--- config.mk ---
export PLATFORM = sky130hd
export DESIGN_NAME = trigger_deadlock_report_arbiter
export DESIGN_NICKNAME = d
export VERILOG_FILES = /design/src/rtl/trigger_deadlock_report_arbiter.sv
export SDC_FILE = /design/constraint.sdc
export NUM_CORES = 1
export LEC_CHECK = 0
export BUFFER_PORTS_ARGS = -buffer_cell sky130_fd_sc_hd__buf_2
export CAP_MARGIN = 10
export CORE_UTILIZATION = 60
export CTS_CLUSTER_DIAMETER = 120
export DETAILED_ROUTE_END_ITERATION = 12
export GPL_ROUTABILITY_DRIVEN = 0
export PLACE_DENSITY = 0.78
export SETUP_SLACK_MARGIN = 0.5
export SYNTH_ARGS = -nofsm -noshare
export SYNTH_HDL_FRONTEND = slang
export SYNTH_SLANG_ARGS = --single-unit
--- constraint.sdc ---
create_clock -name clock -period 2.6 [get_ports clock]
set_clock_uncertainty 0.15 [all_clocks]
set_input_delay 0.26 -clock clock [delete_from_list [all_inputs] [get_ports clock]]
set_output_delay 0.26 -clock clock [all_outputs]
set_load 0.005 [all_outputs]
--- src/rtl/trigger_deadlock_report_arbiter.sv ---
// Deadlock report arbiter: qualifies per-monitor block flags by persistence,
// timestamps each detection, and serialises reports over one valid/ready
// channel with round-robin selection among pending monitors.
module trigger_deadlock_report_arbiter #(
    parameter int unsigned NUM_MON = 4,
    parameter int unsigned ID_W    = 2,
    parameter int unsigned CNT_W   = 8,
    parameter int unsigned THRESH  = 16
) (
    input  logic               clock,
    input  logic               reset,
    input  logic               enable,
    input  logic               clear,
    input  logic [NUM_MON-1:0] mon_block,
    output logic               rpt_valid,
    input  logic               rpt_ready,
    output logic [ID_W-1:0]    rpt_id,
    output logic [31:0]        rpt_cycles,
    output logic [NUM_MON-1:0] pending,
    output logic               deadlock_any
);

    typedef enum logic [0:0] {StIdle, StPresent} state_e;

    localparam logic [CNT_W-1:0] CntMax = CNT_W'(THRESH - 1);

    state_e             state_q, state_d;
    logic [31:0]        cyc_q, cyc_d;
    logic [CNT_W-1:0]   cnt_q [NUM_MON];
    logic [CNT_W-1:0]   cnt_d [NUM_MON];
    logic [31:0]        ts_q [NUM_MON];
    logic [31:0]        ts_d [NUM_MON];
    logic [NUM_MON-1:0] armed_q, armed_d;
    logic [NUM_MON-1:0] pending_q, pending_d;
    logic [NUM_MON-1:0] detect;
    logic [NUM_MON-1:0] pend_sh;
    logic [ID_W-1:0]    last_grant_q, last_grant_d;
    logic [ID_W-1:0]    rpt_id_q, rpt_id_d;
    logic [31:0]        rpt_cycles_q, rpt_cycles_d;
    logic               rpt_valid_q, rpt_valid_d;
    logic [ID_W-1:0]    grant;
    logic               grant_vld;
    logic               handshake;

    assign handshake = rpt_valid_q & rpt_ready;

    // Persistence counters, one-shot arming, detection and pending bookkeeping.
    always_comb begin
        cyc_d = cyc_q + 32'd1;
        detect = '0;
        armed_d = armed_q;
        pending_d = pending_q;
        for (int i = 0; i < NUM_MON; i++) begin
            detect[i] = enable & mon_block[i] & armed_q[i] & (cnt_q[i] == CntMax);
            if (enable && mon_block[i]) begin
                cnt_d[i] = (cnt_q[i] == CntMax) ? cnt_q[i] : cnt_q[i] + 1'b1;
            end else begin
                cnt_d[i] = '0;
            end
            // Re-arm on any low cycle so each continuous episode reports once.
            if (!mon_block[i]) begin
                armed_d[i] = 1'b1;
            end else if (detect[i]) begin
                armed_d[i] = 1'b0;
            end
            ts_d[i] = detect[i] ? cyc_q : ts_q[i];
            // A fresh detection beats both clear and the handshake retire.
            if (detect[i]) begin
                pending_d[i] = 1'b1;
            end else if (clear) begin
                pending_d[i] = 1'b0;
            end else if (handshake && (rpt_id_q == ID_W'(i))) begin
                pending_d[i] = 1'b0;
            end
        end
    end

    // Round-robin pick: first pending bit after last_grant, wrapping.
    always_comb begin
        grant = '0;
        grant_vld = 1'b0;
        pend_sh = '0;
        for (int unsigned j = 1; j <= NUM_MON; j++) begin
            pend_sh = pending_q >> ((32'(last_grant_q) + j) % NUM_MON);
            if (!grant_vld && pend_sh[0]) begin
                grant = ID_W'((32'(last_grant_q) + j) % NUM_MON);
                grant_vld = 1'b1;
            end
        end
    end

    // Report FSM: load a granted report, hold it until the handshake.
    always_comb begin
        state_d = state_q;
        rpt_valid_d = rpt_valid_q;
        rpt_id_d = rpt_id_q;
        rpt_cycles_d = rpt_cycles_q;
        last_grant_d = last_grant_q;
        unique case (state_q)
            StIdle: begin
                if (grant_vld) begin
                    rpt_id_d = grant;
                    rpt_cycles_d = ts_q[grant];
                    rpt_valid_d = 1'b1;
                    state_d = StPresent;
                end
            end
            StPresent: begin
                if (handshake) begin
                    rpt_valid_d = 1'b0;
                    last_grant_d = rpt_id_q;
                    state_d = StIdle;
                end
            end
            default: state_d = StIdle;
        endcase
    end

    // State registers with synchronous reset.
    always_ff @(posedge clock) begin
        if (reset) begin
            state_q <= StIdle;
            cyc_q <= '0;
            armed_q <= '1;
            pending_q <= '0;
            last_grant_q <= ID_W'(NUM_MON - 1);
            rpt_id_q <= '0;
            rpt_cycles_q <= '0;
            rpt_valid_q <= 1'b0;
            for (int i = 0; i < NUM_MON; i++) begin
                cnt_q[i] <= '0;
                ts_q[i] <= '0;
            end
        end else begin
            state_q <= state_d;
            cyc_q <= cyc_d;
            armed_q <= armed_d;
            pending_q <= pending_d;
            last_grant_q <= last_grant_d;
            rpt_id_q <= rpt_id_d;
            rpt_cycles_q <= rpt_cycles_d;
            rpt_valid_q <= rpt_valid_d;
            for (int i = 0; i < NUM_MON; i++) begin
                cnt_q[i] <= cnt_d[i];
                ts_q[i] <= ts_d[i];
            end
        end
    end

    assign rpt_valid = rpt_valid_q;
    assign rpt_id = rpt_id_q;
    assign rpt_cycles = rpt_cycles_q;
    assign pending = pending_q;
    assign deadlock_any = (|pending_q) | rpt_valid_q;

endmodule
# == Yosys cells after proc, flatten, opt, wreduce, memory -nomap -nowiden ==
# Memories as Yosys holds them, arrays and structs flattened. A register that Yosys moved wholly into a read port is not among the register bits.
# Index checks and enable logic that the tools add are counted.
# totals
regBits,46
ramBits,160
n_memories,2
# mem_list
memory,depth,word_bits,rd,rd_clocked_by_memory_dff,wr,line_no,rtl
ts_q,4,32,1,1,4,31,logic [31:0] ts_q [NUM_MON];
cnt_q,4,8,4,0,4,29,logic [CNT_W-1:0] cnt_q [NUM_MON];
# classes
muxes,49
shift,4
bitwise,27
eq_ne,13
addsub,9
n_reduce_logical,31
# ops
operator,n
$mux W32,8
$mux W8,12
$add A32 B1 Y32 const B,1
$add A8 B1 Y8 const B,4
$eq A8 B4 Y1 const B,4
$mux W1,23
$shr A4 B2 Y1,4
$reduce_and A2 Y1,7
$and A1 B1 Y1,13
$reduce_bool A3 Y1,4
$logic_and A1 B1 Y1,11
$or A1 B1 Y1,9
$mux W2,4
$reduce_or A2 Y1,4
$not A1 Y1,5
$add A2 B1 Y2 const B,2
$add A2 B2 Y2 const B,2
$eq A2 B2 Y1 const B,2
$ne A1 B1 Y1 const B,4
$pmux W1 S2,2
$reduce_or A4 Y1,1
$logic_not A1 Y1,3
$eq A2 B1 Y1 const B,1
$logic_not A2 Y1,1
other kinds (2),2

# == Longest topological paths before layout ==
# Gate-level depths: netlist of the first run.
# logic_depth
ltp_word,14
ltp_mapped,8
ltp_nobuf,6

# == Worst setup path before layout of the first run ==
# Ideal clock, no wire load.
# synth_path
kind,flip-flop to flip-flop
from,memory cnt_q[0][4]
to,"memory ts_q[0][0], enable pin"
path_buffers,0
t_arrival_ns,1.838
period_less_slack_ns,2.379
path_stages_with_launch,4
setup_time_ns,0.390
required_time_ns,2.060
setup_slack_ns,0.221
cell_sequence,dfxtp_1 nor4_1 nor2b_1 a41o_1
# synth_rtl
element,line_no
from (decl),29
to (decl),31

==> key figures, run 1 <==
Logic synthesis
  • Yosys reg bits: 238
  • Avg Cell Area, Syn: 11.4 um2
  • Synth cell types: 49
  • Ys Warns: 0
  • Post-Synthesis Cell Area: 0.0104 mm2
  • Mapped Cells: 905
  • Area share of the largest cell type after synthesis: 0.371
  • Ys flop type: edfxtp_1
  • Synthesized Nets: 919
  • Number of flops mapped to enable cells by yosys: 128
  • Post-synth top area cell: edfxtp_1
  • Ys async rst share: 0
  • Largest cells by area after synthesis: edfxtp_1, dfxtp_1, and2_1, mux2i_1, nor2_1
  • Register area share after synthesis: 0.584

Final layout
  • Final cell count without fillers: 1202
  • Synth-to-layout area growth: 14.6%
  • Ant. Diodes: 0
  • Final net count: 978
  • Fillcell total: 1189
  • Fin area: 0.0119 mm2
  • Share of cells above drive strength 1: 0.170

Timing
  • Slew HR: 0.440
  • Final worst-path cycle share: 0.780
  • Final worst-path setup slack: 0.572 ns
  • RSZ-0062 raised after global routing: yes
  • Fin Hold WS: 0.0457 ns
  • Clock period minus worst slack: 2.03 ns
  • Final setup viols: 0
  • Final number of hold-violating endpoints: 0
  • Achievable Freq: 493 MHz
  • Setup TNS: 0 ns
  • Fin. max-slew vios: 0
  • Slew @ Worst Pin: 0.830 ns

Routing
  • Overall routed net length: 22.2 mm
  • Vias: 6976
  • DRT Pass-1 Iters: 5
  • Vias per inst: 5.80
  • 1st-iter DRT viols: 494
  • DRC errors left: 0
  • WL per Instance: 18.5 um
  • Final ANT Viol Nets: 0

CTS
  • TritonCTS clock tree: done
  • Worst-Skew Late Latency: 0.50 ns
  • Inserted Clock Buffers: 25
  • Bufs on Longest Clock Path: 3
  • Sink Count: 238
  • Max H-tree Level: 1
  • Root Driver: clkbuf_16
  • Clock slew at reported path FFs: 0.06 ns

Floorplan
  • Starting Density: 0.620
  • # IOs: 49
  • Vert. Die Dim: 133 um
  • Die Wd: 133 um
  • Row count: 47
  • Die area: 0.0178 mm2
  • Core Footprint: 0.0167 mm2

Job
  • # Max-Cap Violations: 0

Power
  • Leakage: 4.69 nW
  • Worst VDD drop: 0.526 mV
  • Power density of the placed cells: 641 mW/mm2

Critical path
  • Crit-path max FO: 32
  • CP required: 2.64 ns
  • WS Path Type: reg2reg
  • CP startpoint kind: register
  • Crit. End Element: register
  • Critical Path AT: 2.07 ns

Global routing
  • Vias in the first global route: 6815
  • GRT Overall Usage: 0.253
  • Largest net degree at the start of global routing: 53
  • Global-route wire length before repair: 35.5 mm
  • GR Overflow Total: 0
  • Initial antenna violation count: 0

Placed design
  • Final HPWL from detailed placement: 13.0 mm
  • Port Buffers: 48
  • Cell area after placement: 0.0109 mm2
  • Placed cell count: 1145
  • Dpl ws: 0.355 ns

Hold path
  • Worst Hold Class: in2reg

Status
  • Status: completed
-- what timing repair did --
item / CTS / global route
gates resized for setup: 7 / 17
pin swaps: 2 / 1
gates cloned: 1 / 0
setup endpoints to repair: 62 / 234
setup buffers: 1 / 5
hold buffers: 5 / 0
hold endpoints to repair: 6 / 0
-- final timing paths --
kind | startpoint | to | slack (ns) | depth (start not counted)
max reg2reg | cnt_q[3][4]$_SDFFE_PP0P_ | ts_q[3][28]$_SDFFCE_PN0P_ | 0.57 | 4
max | cnt_q[3][4]$_SDFFE_PP0P_ | ts_q[3][28]$_SDFFCE_PN0P_ | 0.57 | 4
min reg2reg | cnt_q[2][1]$_SDFFE_PP0P_ | cnt_q[2][1]$_SDFFE_PP0P_ | 0.33 | 2
min | clear | pending[3]$_SDFFE_PP0P_ | 0.05 | 3
-- kinds of logic (layout without fill, tap and decap cells) --
| kind of cell | after synthesis | in the layout | synth area share |
|---|---|---|---|
| and+or+nand+nor | 377 | 377 | 0.200 |
| DFF | 238 | 238 | 0.584 |
| AOI/OAI and AO/OA | 105 | 105 | 0.0731 |
| buffers and inverters | 68 | 145 | 0.0327 |
| muxes | 66 | 66 | 0.0657 |
| xor gates and xnor gates | 46 | 46 | 0.0389 |
| adders and majority gates | 5 | 5 | 0.00604 |
-- flip-flops by register name (all words and copies together) (netlist names) --
signal	flops
cyc_q	32
ts_q	128
rpt_cycles	32
rpt_id	2
cnt_q	32
rpt_valid	1
armed_q	4
state_q	1
last_grant_q	2
pending	4
-- cells in the mapped netlist, types with 3 or more instances --
cell and count:
a2111oi_1 14, a211oi_1 16, a21oi_1 11, a31o_2 3
a31oi_1 16, a41o_1 4, and2_1 127, and3_1 14
and4_1 5, buf_2 3, buf_6 7, clkbuf_1 35
dfxtp_1 110, edfxtp_1 128, ha_1 5, inv_1 19
mux2_2 16, mux2i_1 50, nand2_1 30, nand2b_1 8
nand3_1 29, nand3b_1 20, nand4_1 17, nor2_1 87
nor2b_1 6, nor3_1 18, nor4_1 6, o21ai_0 28
o21ai_1 4, xnor2_1 18, xor2_1 28
-- per-stage QoR --
stage	total power, mW	utilization
6_report	7.61	0.711
2_1_floorplan	4.22	-
3_3_place_gp	4.29	0.650
5_1_grt	7.82	0.711
3_5_place_dp	4.29	0.650
4_1_cts	7.66	0.704
-- cell usage in the layout, fill, tap and decap left out, types with 17 or more instances in the layout --
cell	netlist	layout
and2_1	127	127
buf_2	3	48
clkbuf_16	0	25
dfxtp_1	110	106
edfxtp_1	128	128
inv_1	19	19
mux2i_1	50	50
nand2_1	30	29
nand3_1	29	29
nand3b_1	20	20
nand4_1	17	17
nor2_1	87	86
nor3_1	18	18
o21ai_0	28	28
xnor2_1	18	18
xor2_1	28	28
-- power by group --
group / total [mW] / internal, mW / switching [mW]
Combinational: 0.168 / 0.0593 / 0.108
Clock: 3.38 / 2.01 / 1.37
Sequential: 4.05 / 4.02 / 0.0308
-- layout make-up --
class	instances	area (um2)	area share
clock buffer	38	724	0.0610
sequential	238	6050	0.510
timing repair buffer	81	641	0.0540
tap	220	275	0.0232
clock inverter	7	61.3	0.00516
inverter	19	71.3	0.00601
multi-input combinational	599	4050	0.341
-- layer usage --
metal  vias to the layer above  GRT usage  wire length [um]
li1                       3350          -                 -
met1                      3377      0.334              9590
met2                       205      0.439             11000
met3                        44     0.0354              1200
met4                         0     0.0650               425
met5                         -          0                 0
-- critical path, stage by stage, from the launching register on --
cell and delay, ns:
dfxtp_1 0.36, nor4_2 0.40, nor2b_1 0.27, a41o_2 0.26, buf_12 0.25
No activity file was read; power rests on OpenSTA's default activity.
==> run 2, diff against run 1 <==
--- a/config.mk
+++ b/config.mk
@@ -7,11 +7,11 @@
 export LEC_CHECK = 0
 export BUFFER_PORTS_ARGS = -buffer_cell sky130_fd_sc_hd__buf_2
 export CAP_MARGIN = 10
-export CORE_UTILIZATION = 60
+export CORE_UTILIZATION = 55
 export CTS_CLUSTER_DIAMETER = 120
 export DETAILED_ROUTE_END_ITERATION = 12
 export GPL_ROUTABILITY_DRIVEN = 0
-export PLACE_DENSITY = 0.78
+export PLACE_DENSITY = 0.75
 export SETUP_SLACK_MARGIN = 0.5
 export SYNTH_ARGS = -nofsm -noshare
 export SYNTH_HDL_FRONTEND = slang
==> constraint.sdc (replaced) <==
create_clock -name clock -period 1.7 [get_ports clock]
set_clock_uncertainty 0.15 [all_clocks]
set_input_delay 0.17 -clock clock [delete_from_list [all_inputs] [get_ports clock]]
set_output_delay 0.17 -clock clock [all_outputs]
set_load 0.005 [all_outputs]
==> run 2 against run 1 <==
Total power increased by 62%; first-iteration DRC count is 150% higher; largest power group unchanged; flip-flop and latch count unchanged; die area up 9.0%; the run now ends with DRC, hold timing, setup timing left; utilization increased by 12 points.
==> key figures, run 2 (synthesis gave the netlist of run 1 again) <==
Routing
  • DRC errors left: 3 (+3)
  • DRT Pass-1 Iters: 9 (+4)
  • Vias per inst: 6.53 (+12%)
  • Highest Signal Layer: met5
  • Detail Route met2 WL: 17.7 mm (+61%)
  • Overall routed net length: 37.3 mm (+68%)
  • 1st-iter DRT viols: 1214 (+150%)
  • Final ANT Viol Nets: 0 (unchanged)
  • WL per Instance: 27.1 um (+47%)
  • Wl on met1: 12.7 mm (+33%)
  • Vias: 8974 (+29%)
  • Met3 routed WL: 3.72 mm (+210%)

Global routing
  • Initial antenna violation count: 1 (+1)
  • Vias in the first global route: 8092 (+19%)
  • GR Overflow Total: 0 (unchanged)
  • Largest net degree at the start of global routing: 32 (-40%)
  • Global-route wire length before repair: 46.1 mm (+30%)
  • GRT Overall Usage: 0.314 (+0.0606)

Timing
  • Final setup viols: 231 (+231)
  • Final worst-path cycle share: 1.20 (+0.419)
  • Final number of hold-violating endpoints: 1 (+1)
  • Clock period minus worst slack: 2.04 ns (+0.0106 ns)
  • Achievable Freq: 490 MHz (-0.52%)
  • Fin. max-slew vios: 0 (unchanged)
  • Final worst-path setup slack: -0.339 ns (-0.911 ns)
  • Slew @ Worst Pin: 1.23 ns (+0.402 ns)
  • Slew HR: 0.168 (-0.271)
  • Fin Hold WS: -0.0205 ns (-0.0662 ns)
  • Setup TNS: -33.01 ns (-33.01 ns)
  • RSZ-0062 raised after global routing: yes

Critical path
  • CP Launch Point: pending[1]$_SDFFE_PP0P_
  • Crit. End Element: register
  • FF-to-FF path depth: 7 (+3)
  • CP required: 2.00 ns (-0.64 ns)
  • WS Path Type: reg2reg
  • Crit-path max FO: 16 (-50%)
  • CP startpoint kind: register
  • R2r endpoint: rpt_cycles[4]$_SDFFE_PP0P_
  • R2r startpoint: pending[1]$_SDFFE_PP0P_
  • Critical Path AT: 2.34 ns (+0.27 ns)
  • Worst R2R Setup Slack: -0.34 ns (-0.91 ns)

Power
  • Leakage: 6.37 nW (+36%)
  • Power density of the placed cells: 813 mW/mm2 (+27%)
  • Worst VDD drop: 0.730 mV (+39%)

CTS
  • TritonCTS clock tree: done
  • Hold Buf Count CTS: 13 (+8)
  • Bufs on Longest Clock Path: 3 (unchanged)
  • Worst-Skew Late Latency: 0.55 ns (+0.05 ns)
  • Clock slew at reported path FFs: 0.08 ns (+0.02 ns)
  • Inserted Clock Buffers: 25 (unchanged)
  • Sink Count: 238 (unchanged)
  • Max H-tree Level: 1 (unchanged)
  • Root Driver: clkbuf_16

Hold path
  • Hold_sp: rpt_ready
  • Worst Hold Class: in2reg
  • WHS Path Cells: 5 (+2)
  • Worst Hold Path EP: pending[1]$_SDFFE_PP0P_

Final layout
  • Biggest register: ts_q
  • Final cell count without fillers: 1375 (+14%)
  • Commonest non-fill, non-tap cells in the layout: edfxtp_1, and2_1, buf_4, nor2_1, dfxtp_1
  • Fillcell total: 786 (-34%)
  • Ant. Diodes: 0 (unchanged)
  • Share of cells above drive strength 1: 0.455 (+0.285)
  • Final net count: 1141 (+17%)
  • Synth-to-layout area growth: 46.9%
  • Core Util, Final: 0.835 (+0.124)
  • Max reg flops: 128 (unchanged)
  • Commonest non-fill, non-tap cell in the layout: edfxtp_1

Placed design
  • Final HPWL from detailed placement: 15.7 mm (+21%)
  • Placed cell count: 1239 (+8.2%)
  • Port Buffers: 48 (unchanged)
  • Dpl ws: -0.208 ns (-0.563 ns)

Floorplan
  • Die area: 0.0194 mm2 (+9.0%)
  • Starting Density: 0.569 (-0.0513)
  • Core Footprint: 0.0182 mm2 (+9.0%)
  • # IOs: 49 (unchanged)
  • Die Wd: 139 um (+4.4%)
  • Row count: 49 (+4.3%)
  • Vert. Die Dim: 139 um (+4.4%)

Status
  • Failing checks: DRC, hold timing, setup timing
  • Status: finished with violations

Job
  • # Max-Cap Violations: 0 (unchanged)
[run 2: cell count changes in the layout (fill, tap and decap cells not counted), sizes merged]
| cell | previous run | this run |
|---|---|---|
| dlymetal6s4s | 0 | 1 |
| bufbuf | 1 | 0 |
| inv | 19 | 20 |
| dlygate4sd3 | 5 | 12 |
| buf | 75 | 223 |
| and3 | 14 | 15 |
| clkinv | 5 | 10 |
| bufinv | 1 | 3 |
[run 2: layout make-up]
cell class / count / area, um2 / share of cell area
clock buffer: 31 / 658 / 0.0433
clock inverter: 15 / 149 / 0.00979
inverter: 19 / 71.3 / 0.00469
multi-input combinational: 600 / 5100 / 0.336
sequential: 238 / 6140 / 0.404
tap: 229 / 287 / 0.0188
timing repair buffer: 243 / 2800 / 0.184
[run 2: per-stage QoR]
step	total power [mW]	instance area (um2)	hold WS [ns]
2_1_floorplan	6.47	11200	0.107
3_3_place_gp	6.63	12300	0.256
3_5_place_dp	6.65	12300	0.260
4_1_cts	12.2	14100	-0.0200
5_1_grt	12.6	15200	0.00363
6_report	12.4	15200	-0.0205
[run 2: what timing repair did]
action,4_1_cts,5_1_grt
cloned,12,9
endpoints found under the setup margin,398,402
hold endpoints to repair,44,1
setup buffers,28,28
gates resized for setup,63,180
pin swaps,32,66
[run 2: worst max-delay path: stages (launching register included)]
cell,delay (ns)
dfxtp_4,0.42
o21ai_2,0.11
o221ai_4,0.24
buf_12,0.17
buf_16,0.18
mux2i_1,0.35
mux2_2,0.24
o21ai_2,0.05
[run 2: worst max path at each step]
stage               cells past startpoint                     endpoint
floorplan                               8  rpt_cycles[10]$_SDFFE_PP0P_
global placement                        6  rpt_cycles[11]$_SDFFE_PP0P_
detailed placement                      6  rpt_cycles[29]$_SDFFE_PP0P_
CTS                                     6  rpt_cycles[29]$_SDFFE_PP0P_
global route                            6   rpt_cycles[5]$_SDFFE_PP0P_
finish                                  7   rpt_cycles[4]$_SDFFE_PP0P_
[run 2: per-layer routing]
layer  GRT usage  up-vias
met5           0        -
met4       0.164        4
met3      0.0477      259
met2       0.538      693
met1       0.384     4322
li1            -     3696
[run 2: power breakdown]
group	total (mW)	leakage (nW)	switching [mW]	internal, mW
Clock	5.56	0.393	2.36	3.20
Sequential	6.20	2.24	0.0615	6.14
Combinational	0.594	3.74	0.299	0.294
Total	12.4	6.37	2.72	9.63
